File: src/rtl/time_tracking_window_queue.sv
// -----------------------------------------------------------------------------
// time_tracking_window_queue
//
// A FIFO that timestamps each entry when it is pushed. When an entry is popped,
// the queue reports how many enabled cycles that entry waited. An optional
// age-based expiry drops the head entry once it has waited MAX_AGE enabled
// cycles. This block is the storage element behind sliding-window stream
// buffers in generated RTLola monitors.
//
// Parameters
//   DATA_W   payload width (signed, passed through bit-exact)
//   DEPTH    number of entries, any value >= 1 (power of two not required)
//   TS_W     width of the timestamp and of the waited counter
//   MAX_AGE  expiry threshold in enabled cycles; 0 disables expiry
//
// Ports
//   clk         rising-edge clock
//   rst         synchronous active-high reset; overrides en
//   en          clock enable; when low, every register holds its value
//   push        enqueue request, carrying payload on data
//   pop         dequeue request
//   data        payload to enqueue
//   push_valid  registered: the push sampled at the last enabled edge was accepted
//   pop_valid   registered: the pop sampled at the last enabled edge returned an entry
//   out         registered popped payload, 0 when pop_valid is 0
//   waited      registered age of the popped entry, 0 when pop_valid is 0
//   expired     registered: the head entry was dropped by expiry at the last edge
//   count       registered occupancy after the last edge
//
// Request/response semantics: push and pop are single-cycle requests. They
// are sampled at an enabled rising edge and are never retried or held off by
// the queue. The matching response flags (push_valid, pop_valid, expired) and
// the payload fields (out, waited) appear after that same edge. They last for
// exactly one enabled cycle and then fall back to 0 unless a new request is
// sampled. While en is low, requests are ignored and responses hold.
// -----------------------------------------------------------------------------
module time_tracking_window_queue #(
    parameter int DATA_W  = 64,
    parameter int DEPTH   = 5,
    parameter int TS_W    = 32,
    parameter int MAX_AGE = 0
) (
    input  logic                          clk,
    input  logic                          rst,
    input  logic                          en,
    input  logic                          push,
    input  logic                          pop,
    input  logic signed [DATA_W-1:0]      data,
    output logic                          push_valid,
    output logic                          pop_valid,
    output logic signed [DATA_W-1:0]      out,
    output logic [TS_W-1:0]               waited,
    output logic                          expired,
    output logic [$clog2(DEPTH+1)-1:0]    count
);

    localparam int CNT_W = $clog2(DEPTH + 1);
    localparam int PTR_W = (DEPTH > 1) ? $clog2(DEPTH) : 1;

    localparam logic [CNT_W-1:0] DEPTH_CNT  = CNT_W'(DEPTH);
    localparam logic [PTR_W-1:0] LAST_PTR   = PTR_W'(DEPTH - 1);
    localparam logic [TS_W-1:0]  MAX_AGE_TS = TS_W'(MAX_AGE);
    localparam logic             EXPIRY_ON  = (MAX_AGE != 0);

    // -------------------------------------------------------------------------
    // State
    // -------------------------------------------------------------------------
    // Payload and timestamp storage. This storage is never reset; head, tail
    // and count alone define which slots hold live entries.
    logic signed [DATA_W-1:0] data_mem [DEPTH];
    logic [TS_W-1:0]          ts_mem   [DEPTH];

    logic [TS_W-1:0]  t;      // free-running enabled-cycle timestamp
    logic [PTR_W-1:0] head;   // oldest live entry
    logic [PTR_W-1:0] tail;   // next slot to write

    // -------------------------------------------------------------------------
    // Per-edge decisions
    // -------------------------------------------------------------------------
    logic                     empty;
    logic                     full;
    logic signed [DATA_W-1:0] head_data;
    logic [TS_W-1:0]          head_age;
    logic                     pop_acc;
    logic                     exp_acc;
    logic                     push_acc;
    logic                     head_adv;
    logic [PTR_W-1:0]         head_next;
    logic [PTR_W-1:0]         tail_next;
    logic [CNT_W-1:0]         count_next;

    // Advance a pointer around a ring of DEPTH slots. DEPTH does not have to
    // be a power of two, so an explicit wrap is needed.
    function automatic logic [PTR_W-1:0] ring_inc(input logic [PTR_W-1:0] p);
        if (p == LAST_PTR) begin
            return '0;
        end
        return p + PTR_W'(1);
    endfunction

    always_comb begin
        empty     = (count == '0);
        full      = (count == DEPTH_CNT);
        head_data = data_mem[head];
        // Modular subtraction gives the correct age even after t has wrapped.
        head_age  = t - ts_mem[head];

        // Pop looks only at entries present before this edge, so an entry
        // pushed in the same cycle can never be popped in that cycle.
        pop_acc   = en & pop & ~empty;

        // Expiry is the lower-priority way to remove the head. A pop of the
        // same head always wins, and at most one entry leaves per edge.
        exp_acc   = EXPIRY_ON & en & ~pop_acc & ~empty & (head_age >= MAX_AGE_TS);

        // A full queue can still take a push if the head leaves this edge.
        head_adv  = pop_acc | exp_acc;
        push_acc  = en & push & (~full | head_adv);

        head_next = head_adv ? ring_inc(head) : head;
        tail_next = push_acc ? ring_inc(tail) : tail;

        count_next = count;
        case ({push_acc, head_adv})
            2'b10:   count_next = count + CNT_W'(1);
            2'b01:   count_next = count - CNT_W'(1);
            default: count_next = count;
        endcase
    end

    // -------------------------------------------------------------------------
    // Control registers and registered responses
    // -------------------------------------------------------------------------
    always_ff @(posedge clk) begin
        if (rst) begin
            t          <= '0;
            head       <= '0;
            tail       <= '0;
            count      <= '0;
            push_valid <= 1'b0;
            pop_valid  <= 1'b0;
            out        <= '0;
            waited     <= '0;
            expired    <= 1'b0;
        end else if (en) begin
            t          <= t + TS_W'(1);
            head       <= head_next;
            tail       <= tail_next;
            count      <= count_next;
            push_valid <= push_acc;
            pop_valid  <= pop_acc;
            out        <= pop_acc ? head_data : '0;
            waited     <= pop_acc ? head_age : '0;
            expired    <= exp_acc;
        end
    end

    // -------------------------------------------------------------------------
    // Storage write: the entry is stamped with t as sampled at the push edge.
    // -------------------------------------------------------------------------
    always_ff @(posedge clk) begin
        if (!rst && push_acc) begin
            data_mem[tail] <= data;
            ts_mem[tail]   <= t;
        end
    end

endmodule

File: config.mk
export PLATFORM = sky130hd
export DESIGN_NAME = time_tracking_window_queue
export DESIGN_NICKNAME = d
export VERILOG_FILES = /design/src/rtl/time_tracking_window_queue.sv
export SDC_FILE = /design/constraint.sdc
export NUM_CORES = 1
export LEC_CHECK = 0
export ABC_AREA = 1
export CAP_MARGIN = 20
export CORE_MARGIN = 10
export CORE_UTILIZATION = 50
export DETAILED_ROUTE_END_ITERATION = 8
export PLACE_DENSITY = 0.81
export SYNTH_ARGS = -nofsm -noshare
export SYNTH_HDL_FRONTEND = slang
export SYNTH_SLANG_ARGS = --single-unit
File: constraint.sdc
create_clock -name clk -period 8.7 [get_ports clk]
set_input_delay 0.87 -clock clk [delete_from_list [all_inputs] [get_ports clk]]
set_output_delay 0.87 -clock clk [all_outputs]
set_load 0.01 [all_outputs]
After elaboration in Yosys (flattened, before gate mapping)
Memories as Yosys holds them, arrays and structs flattened. A register that Yosys moved wholly into a read port is not among the register bits.
Index checks and enable logic that the tools add are counted.
{ "op_classes": {"add_sub_neg": 6, "eq_ne": 5, "muxes": 15, "bitwise": 7, "reduce_logical": 7} }
{ "ops": {"columns": ["op", "n"], "rows": [
  ["2-to-1 mux 64 bit", 1],
  ["adder 32 x 1 -> 32 bit, second input constant", 1],
  ["2-to-1 mux 32 bit", 1],
  ["subtractor 32 bit", 1],
  ["2-to-1 mux 3 bit", 8],
  ["adder 3 x 1 -> 3 bit, second input constant", 3],
  ["equality test 3 bit, second input constant", 3],
  ["case mux 3 bit (2 select lines)", 1],
  ["AND reduction 2 bit", 3],
  ["bitwise AND 1 bit", 4],
  ["2-to-1 mux 1 bit", 4],
  ["logical NOT 3 bit", 1],
  ["subtractor 3 x 1 -> 3 bit, second input constant", 1],
  ["equality test 2 x 1 -> 1 bit, second input constant", 1],
  ["equality test 2 bit, second input constant", 1],
  ["inverter 1 bit", 2],
  ["nonzero test 2 bit", 1],
  ["logical AND 1 bit", 1],
  ["logical NOT 1 bit", 1],
  ["bitwise OR 1 bit", 1]
]} }
{ "word_totals": {"regBits": 139, "mem_bits_rw": 480, "input_bits": 69, "mem_count": 2} }
{ "memory_table": {"columns": ["name", "words", "word_bits", "rd", "rd_ports_with_merged_regs", "write_ports", "line_no", "rtl"], "rows": [
  ["data_mem", 5, 64, 1, 1, 1, "70", "logic signed [DATA_W-1:0] data_mem [DEPTH];"],
  ["ts_mem", 5, 32, 1, 1, 1, "71", "logic [TS_W-1:0] ts_mem [DEPTH];"]
]} }

Depth between registers and ports, before layout
Gate-level depths: netlist (run 1).
{ "depth": {"depth_word": 8, "depth_mapped": 21} }

Worst setup path after synthesis (run 1)
No wires, ideal clock.
{ "synth_path": {"path_kind": "in2reg", "startpoint": "input port en", "endpoint": "memory data_mem[4][0] (enable)", "setup_ns": 0.669, "arrival_time_ns": 8.010, "t_required_ns": 8.031, "path_slack_ns": 0.021, "stages": 7, "n_path_buf": 1, "cell_sequence": "buf_4 nand2_2 nand2_1 nand3_1 nor2_1 nand2_1 nor3_1"} }
{ "synth_between": {"elab_chain_len": 7} }
{ "synth_rtl": {"columns": ["item", "line_no", "rtl"], "rows": [
  ["start, declared", "45", "input logic en,"],
  ["bitwise AND 1 bit (2 in a row)", "110", "pop_acc = en & pop & ~empty;"],
  ["bitwise OR 1 bit", "118", "push_acc = en & push & (~full | head_adv);"],
  ["bitwise AND 1 bit (*)", "118", null],
  ["logical AND 1 bit (*)", "162", "if (!rst && push_acc) begin"],
  ["2-to-1 mux 1 bit (*)", "162", null],
  ["2-to-1 mux 1 bit (not written as such) (*)", "163", "data_mem[tail] <= data;"],
  ["end, declared", "70", null]
]} }
Mark *: on every way between the ends. The rest lies on a longest branch, timed or not.

Final worst setup path (run 1)
{ "layout_path": {"startpoint": "input port en", "endpoint": "memory data_mem[0][52] (enable)"} }
The elaborated chain is that of the path after synthesis.

==> results by group, run 1 <==
Clocking
  • CTS Sinks: 622
  • H-tree depth: 3
  • Hold buffers post-CTS: 0
  • CTS Buf Count: 67
  • Clk slew on worst S/H paths: 0.06 ns
  • Longest Clk Path Bufs: 3
  • CTS root buf: clkbuf_16
  • TritonCTS clock tree: yes
  • Worst skew pair latency: around 0.60 ns
  • Cells resized by post-CTS repair: 0
  • Post-CTS setup buffer count: 0

Global routing
  • Congestion Overflow GR: 0
  • GRT Total Usage: 0.207
  • Initial antenna violation count: 3
  • First-pass GRT wire length: 101 mm
  • Vias in the first global route: approximately 19k
  • Largest net degree at the start of global routing: ~110

Synth
  • Avg Cell Area, Syn: 10.8 µm²
  • Cell taking the most area after synthesis: edfxtp_1
  • Synth Flop Type: edfxtp_1
  • Ys Warns: 0
  • Synth async-reset ratio: 0
  • Count of cell types in the netlist: between 40 and 50
  • Sequential-to-total area share from yosys stat: 0.665
  • Post-synth EDFFs: 480
  • Largest cells by area after synthesis: edfxtp_1 56%, dfxtp_1 11%, nand2_1 5.6%, nor2_1 4.8%, o21ai_0 4.2%
  • FF+latch count, synth: 622
  • Area share of the largest cell type after synthesis: 0.556
  • Post-Synthesis Cells: 2394
  • Syn nets: 2509
  • Mapped Area: 0.0259 mm²

Min path
  • Hold/Removal Path Class: flip-flop to flip-flop

Routing
  • Final WL: 64.9 mm
  • Avg Vias per Cell: 5.67
  • Routed Antenna Nets: 0
  • Pre-antenna DRT Iters: 6
  • WL per Instance: 19.8 µm
  • DR iter-0 viols: 1871
  • Vias post-DR: ~19k
  • Number of remaining DRC errors: 0

STA
  • Final min period: ~4.4 ns
  • Fmax achieved: 227 MHz
  • Slew @ Worst Pin: roughly 1.1 ns
  • Max Slew Vio Count: 0
  • Layout Skew: 0.0213 ns
  • RSZ-0062 raised after global routing: false
  • Fin. Hold Viols: 0
  • # setup viols final: 0
  • Headroom to the max-slew limit: 0.283
  • Setup_tns: 0 ns
  • Tcrit/Tclk final: 0.505

Pwr
  • PD cells: 216 mW/mm²
  • Leak: 10.8 nW
  • Worst VDD drop: around 0.13 mV

Setup path
  • Crit path kind: input port to flip-flop
  • Crit path DAT: 4.60 ns
  • CP endpoint kind: flip-flop
  • Critical path launch point type: input port
  • CP Max Fanout: 53
  • Req. time, crit path: between 8 and 9 ns

Run
  • MaxCap Viol Count: 0

Layout
  • Most frequent cells in the layout: 480 x edfxtp_1, 386 x nand2_1, 333 x nor2_1, 219 x o21ai_0, 168 x clkdlybuf4s50_1
  • Layout Cells excl Fill: 3271
  • Share of layout cells above drive strength 1: 0.0653
  • Commonest non-fill, non-tap cell in the layout: edfxtp_1
  • Area growth syn-to-layout: 17.1%
  • Nets: between 2k and 3k
  • Final core utilization: 0.592

Floorplanning
  • Initial core utilization: 0.506
  • Die area: 0.0614 mm²
  • DIE HEIGHT: between 200 and 250 µm
  • Cell row count: between 80 and 90
  • I/O pin total: 171
  • Die width: 248 µm
  • CORE AREA: 0.0513 mm²

Run status
  • Status: finished, final reports clean

Placement
  • Dpl cells: 3144
  • Global placement routability congestion: around 0.9
  • Port bufs: about 170
  • DPL Wire Length: between 30 and 40 mm
## metrics by stage
stage / hold slack (ns) / setup slack [ns] / power [mW] / instance area, µm²
6_report: 0.462 / 4.30 / 6.56 / 30400
5_1_grt: 0.479 / 4.06 / 6.77 / 30400
4_1_cts: 0.464 / 4.33 / 6.59 / 30300
2_1_floorplan: 0.452 / 0.0206 / 3.61 / 25900
3_3_place_gp: 0.452 / 3.74 / 3.79 / 28100
3_5_place_dp: 0.455 / 3.72 / 3.80 / 28100
## cell usage after synthesis, types with 3 or more instances
cell      instances
nor3_4            3
o221ai_1         29
ha_1             44
nand3_1          65
buf_4             5
inv_2             5
nor2_1          335
or2_2             6
mux2i_1          29
nor3_2            5
edfxtp_1        480
o211ai_1         29
nand3b_1          4
dfxtp_1         142
o21ai_0         219
a21oi_1         155
nor2_2            4
xor2_1           11
nor3_1           21
o21bai_1          3
nand2_2           5
nand2_1         386
o22ai_1          65
nand4_1          11
buf_1             6
inv_1           161
o21ai_1          36
buf_2            41
clkbuf_1         63
## final cells by class
cell class	instances	area, µm²
Antenna cell	4	10.0
Clock buffer	80	1770
Clock inverter	42	429
Fill cell	4024	20900
Inverter	166	628
Multi-Input combinational cell	1487	7560
Sequential cell	622	17300
Tap cell	680	851
Timing Repair Buffer	190	1870
## sequential cells by signal (all words and copies together), names as in the netlist, named ones only
name,count
count,3
data_mem,320
head,3
out,64
pop_valid,1
push_valid,1
t,32
tail,3
ts_mem,160
waited,32
## report_power, final
group	switching, mW	total, mW	leakage (nW)	internal (mW)
Combinational	0.313	0.480	4.26	0.168
Clock	1.17	2.82	1.08	1.65
Sequential	0.0308	3.27	5.43	3.24
## cell families (layout without fill, tap and decap cells)
kind of cell | count (synthesis) | in the layout | synth area share
flops | 622 | 622 | 0.665
other cells | 1 | 5 | 0.000145
buf+inv | 285 | 478 | 0.0446
mux | 29 | 29 | 0.0112
simple gates | 852 | 852 | 0.135
compound gates | 546 | 546 | 0.117
fa+ha+maj | 46 | 46 | 0.0228
xor+xnor | 13 | 13 | 0.00439
## worst max-delay path, stage by stage
cell and delay, ns:
clkdlybuf4s50_1 1.01, nand2_2 0.18, nand2_1 0.12, nand3_1 0.15
nor2_1 0.25, nand2_1 0.20, nor2_4 0.60, buf_4 0.45
buf_4 0.72
## path summary, 6_finish.rpt
check / startpoint / to / slack (ns) / cells past startpoint
max: en / data_mem[0][52] / 4.30 / 9
min: out[58] / out[58] / 0.46 / 2
max reg2reg: flip-flop / waited[28] / 4.72 / 16
min reg2reg: out[58] / out[58] / 0.46 / 2
## routing by layer
layer  GRT usage  routed length [µm]
met1       0.259               26100
met2       0.352               31900
met3      0.0395                5210
met4      0.0767                1680
met5           0                   0
(Power assumes the default switching activity.)
==> run 2, diff against run 1 <==
PLACE_DENSITY = 0.78   (was 0.81)
clock period = 4.13 ns   (was 8.7 ns; I/O delays follow)
==> run 2 against run 1 <==
  * Cell count hardly changed
  * Via count is 0.29% lower
  * First-iteration DRC count is 9.0% lower
  * Global-route usage is 0.60 points higher
  * Hold slack worse by 0.23 ns
  * Clock-buffer cell count is 6 higher
  * Critical endpoint is now waited[27]
  * Largest cell class unchanged
==> results by group, run 2 (synthesis gave the netlist of run 1 again) <==
Run status
  • Status: finished, final reports clean

Pwr
  • Net Sw Frac: 0.228
  • Int Power: 10.5 mW
  • Clk pwr share: 0.418
  • Leak: 10.8 nW
  • Worst VDD drop: a little under 0.4 mV
  • Net Sw Power: a little over 3 mW
  • Gate power share: 0.077
  • PD cells: roughly 450 mW/mm²
  • Seq pwr share: 0.504

Layout
  • Max reg flops: 320
  • Commonest non-fill, non-tap cell in the layout: edfxtp_1
  • Final core utilization: 0.593
  • Final Instance Area: around 0.030 mm²
  • Biggest regs: data_mem: 320 flops, ts_mem: 160 flops, out: 64 flops
  • Most frequent cells in the layout: 480 x edfxtp_1, 386 x nand2_1, 333 x nor2_1, 219 x o21ai_0, 168 x clkdlybuf4s50_1
  • Most flop-heavy register: data_mem
  • Nets: 2652
  • Layout Cells excl Fill: 3269
  • Share of layout cells above drive strength 1: 0.0653
  • Area growth syn-to-layout: 17.3%

Setup path
  • Worst r2r dst: waited[27]
  • CP Max Fanout: between 150 and 200
  • Crit path DAT: slightly below 4 ns
  • Reg2Reg Depth: 14
  • Critical path launch point type: flip-flop
  • Reg2Reg Setup Slack: 0.68 ns
  • Crit path kind: flip-flop to flip-flop
  • CP endpoint kind: flip-flop
  • Req. time, crit path: about 4.6 ns

STA
  • Final min period: 3.45 ns
  • Headroom to the max-slew limit: 0.268
  • Fmax achieved: between 200 and 300 MHz
  • Fin. Hold Viols: 0
  • Setup_tns: 0 ns
  • Fin worst setup slack: ~0.68 ns
  • # setup viols final: 0
  • RSZ-0062 raised after global routing: false
  • Slew @ Worst Pin: 1.10 ns
  • Layout Skew: roughly 0.028 ns
  • Max Slew Vio Count: 0
  • Tcrit/Tclk final: 0.834

Global routing
  • Largest net degree at the start of global routing: about 170
  • Congestion Overflow GR: 0
  • GRT Total Usage: 0.213
  • Initial antenna violation count: 3
  • Vias in the first global route: between 15k and 20k
  • First-pass GRT wire length: 103 mm

Floorplanning
  • CORE AREA: 0.0513 mm²
  • I/O pin total: 171
  • Die width: 248 µm
  • Die area: 0.0614 mm²
  • Cell row count: 83
  • Initial core utilization: 0.506
  • DIE HEIGHT: roughly 250 µm

Clocking
  • H-tree depth: 2
  • Clk slew on worst S/H paths: 0.06 ns
  • Hold buffers post-CTS: 0
  • CTS Buf Count: 60
  • TritonCTS clock tree: yes
  • Cells resized by post-CTS repair: 0
  • Worst skew pair latency: between 0.6 and 0.7 ns
  • CTS root buf: clkbuf_16
  • Longest Clk Path Bufs: 3
  • CTS Sinks: 622
  • Post-CTS setup buffer count: 0

Run
  • MaxCap Viol Count: 0

Routing
  • WL per Instance: a little over 20 µm
  • DR iter-0 viols: 1703
  • Pre-antenna DRT Iters: 5
  • Routed Antenna Nets: 0
  • Avg Vias per Cell: 5.66
  • Number of remaining DRC errors: 0
  • Final WL: around 67 mm
  • Vias post-DR: 18.5k

Placement
  • Port bufs: 169
  • DPL Wire Length: 40.3 mm
  • Post-Place Worst Slack: between 0.7 and 0.8 ns
  • Dpl cells: approximately 3.2k
  • Dpl cell area: 0.0284 mm²
  • Global placement routability congestion: slightly below 0.9

Min path
  • Hold/Removal Path Class: input port to flip-flop
  • Hold Path End: tail[2]
  • Worst hold start: rst
  • Hold path depth: 2
[run 2: power by group through the flow]
| stage | Clock [mW] | Combinational (mW) | Sequential [mW] |
|---|---|---|---|
| 3_3_place_gp | 0 | 1.01 | 6.99 |
| 3_5_place_dp | 0 | 1.04 | 7.00 |
| 5_1_grt | 6.00 | 1.16 | 6.87 |
| 6_report | 5.70 | 1.05 | 6.86 |
| 4_1_cts | 5.77 | 1.05 | 6.86 |
| 2_1_floorplan | 0 | 0.596 | 7.01 |
[run 2: routing by layer]
layer	global-route usage	up-vias	wire length [µm]
met1	0.275	8956	27100
met3	0.0390	116	5380
met4	0.0678	4	1680
met5	0	-	23
li1	-	8676	-
met2	0.358	743	32400
[run 2: layout make-up]
| class | count | area [µm²] |
|---|---|---|
| clock buffers | 86 | 1710 |
| fillers | 4039 | 20900 |
| multi-input cells | 1487 | 7580 |
| flip-flops and latches | 622 | 17300 |
| clock inverters | 27 | 362 |
| diodes | 1 | 2.50 |
| repair buffers | 200 | 2030 |
| inverters | 166 | 628 |
| well taps | 680 | 851 |
[run 2: critical path, stage by stage, from the launching register on]
cell and delay [ns]:
dfxtp_4 0.56, buf_12 0.52, o21ai_0 0.29, o22ai_1 0.29, mux2i_1 0.13, ha_1 0.40, nand2_1 0.12, nor2_1 0.22
inv_1 0.08, nor3_1 0.17, nand2_1 0.09, nand2_1 0.08, nand2_1 0.04, nand3_1 0.06, a21oi_1 0.07
[run 2: worst max-delay path by stage]
stage,depth (start not counted),to,slack [ns],from
after detailed placement,16,waited[28],0.78,flip-flop
after global placement,17,waited[20],0.82,flip-flop
final,14,waited[27],0.68,flip-flop
after floorplan,7,data_mem[0][0],-1.50,en
after CTS,17,waited[20],0.74,flip-flop
after global routing,13,waited[27],0.33,flip-flop
[run 2: through the flow]
step / hold WS (ns) / total power [mW]
floorplan: 0.452 / 7.61
global placement: 0.452 / 8.00
detailed placement: 0.458 / 8.04
CTS: 0.190 / 13.7
global route: 0.216 / 14.0
finish: 0.227 / 13.6
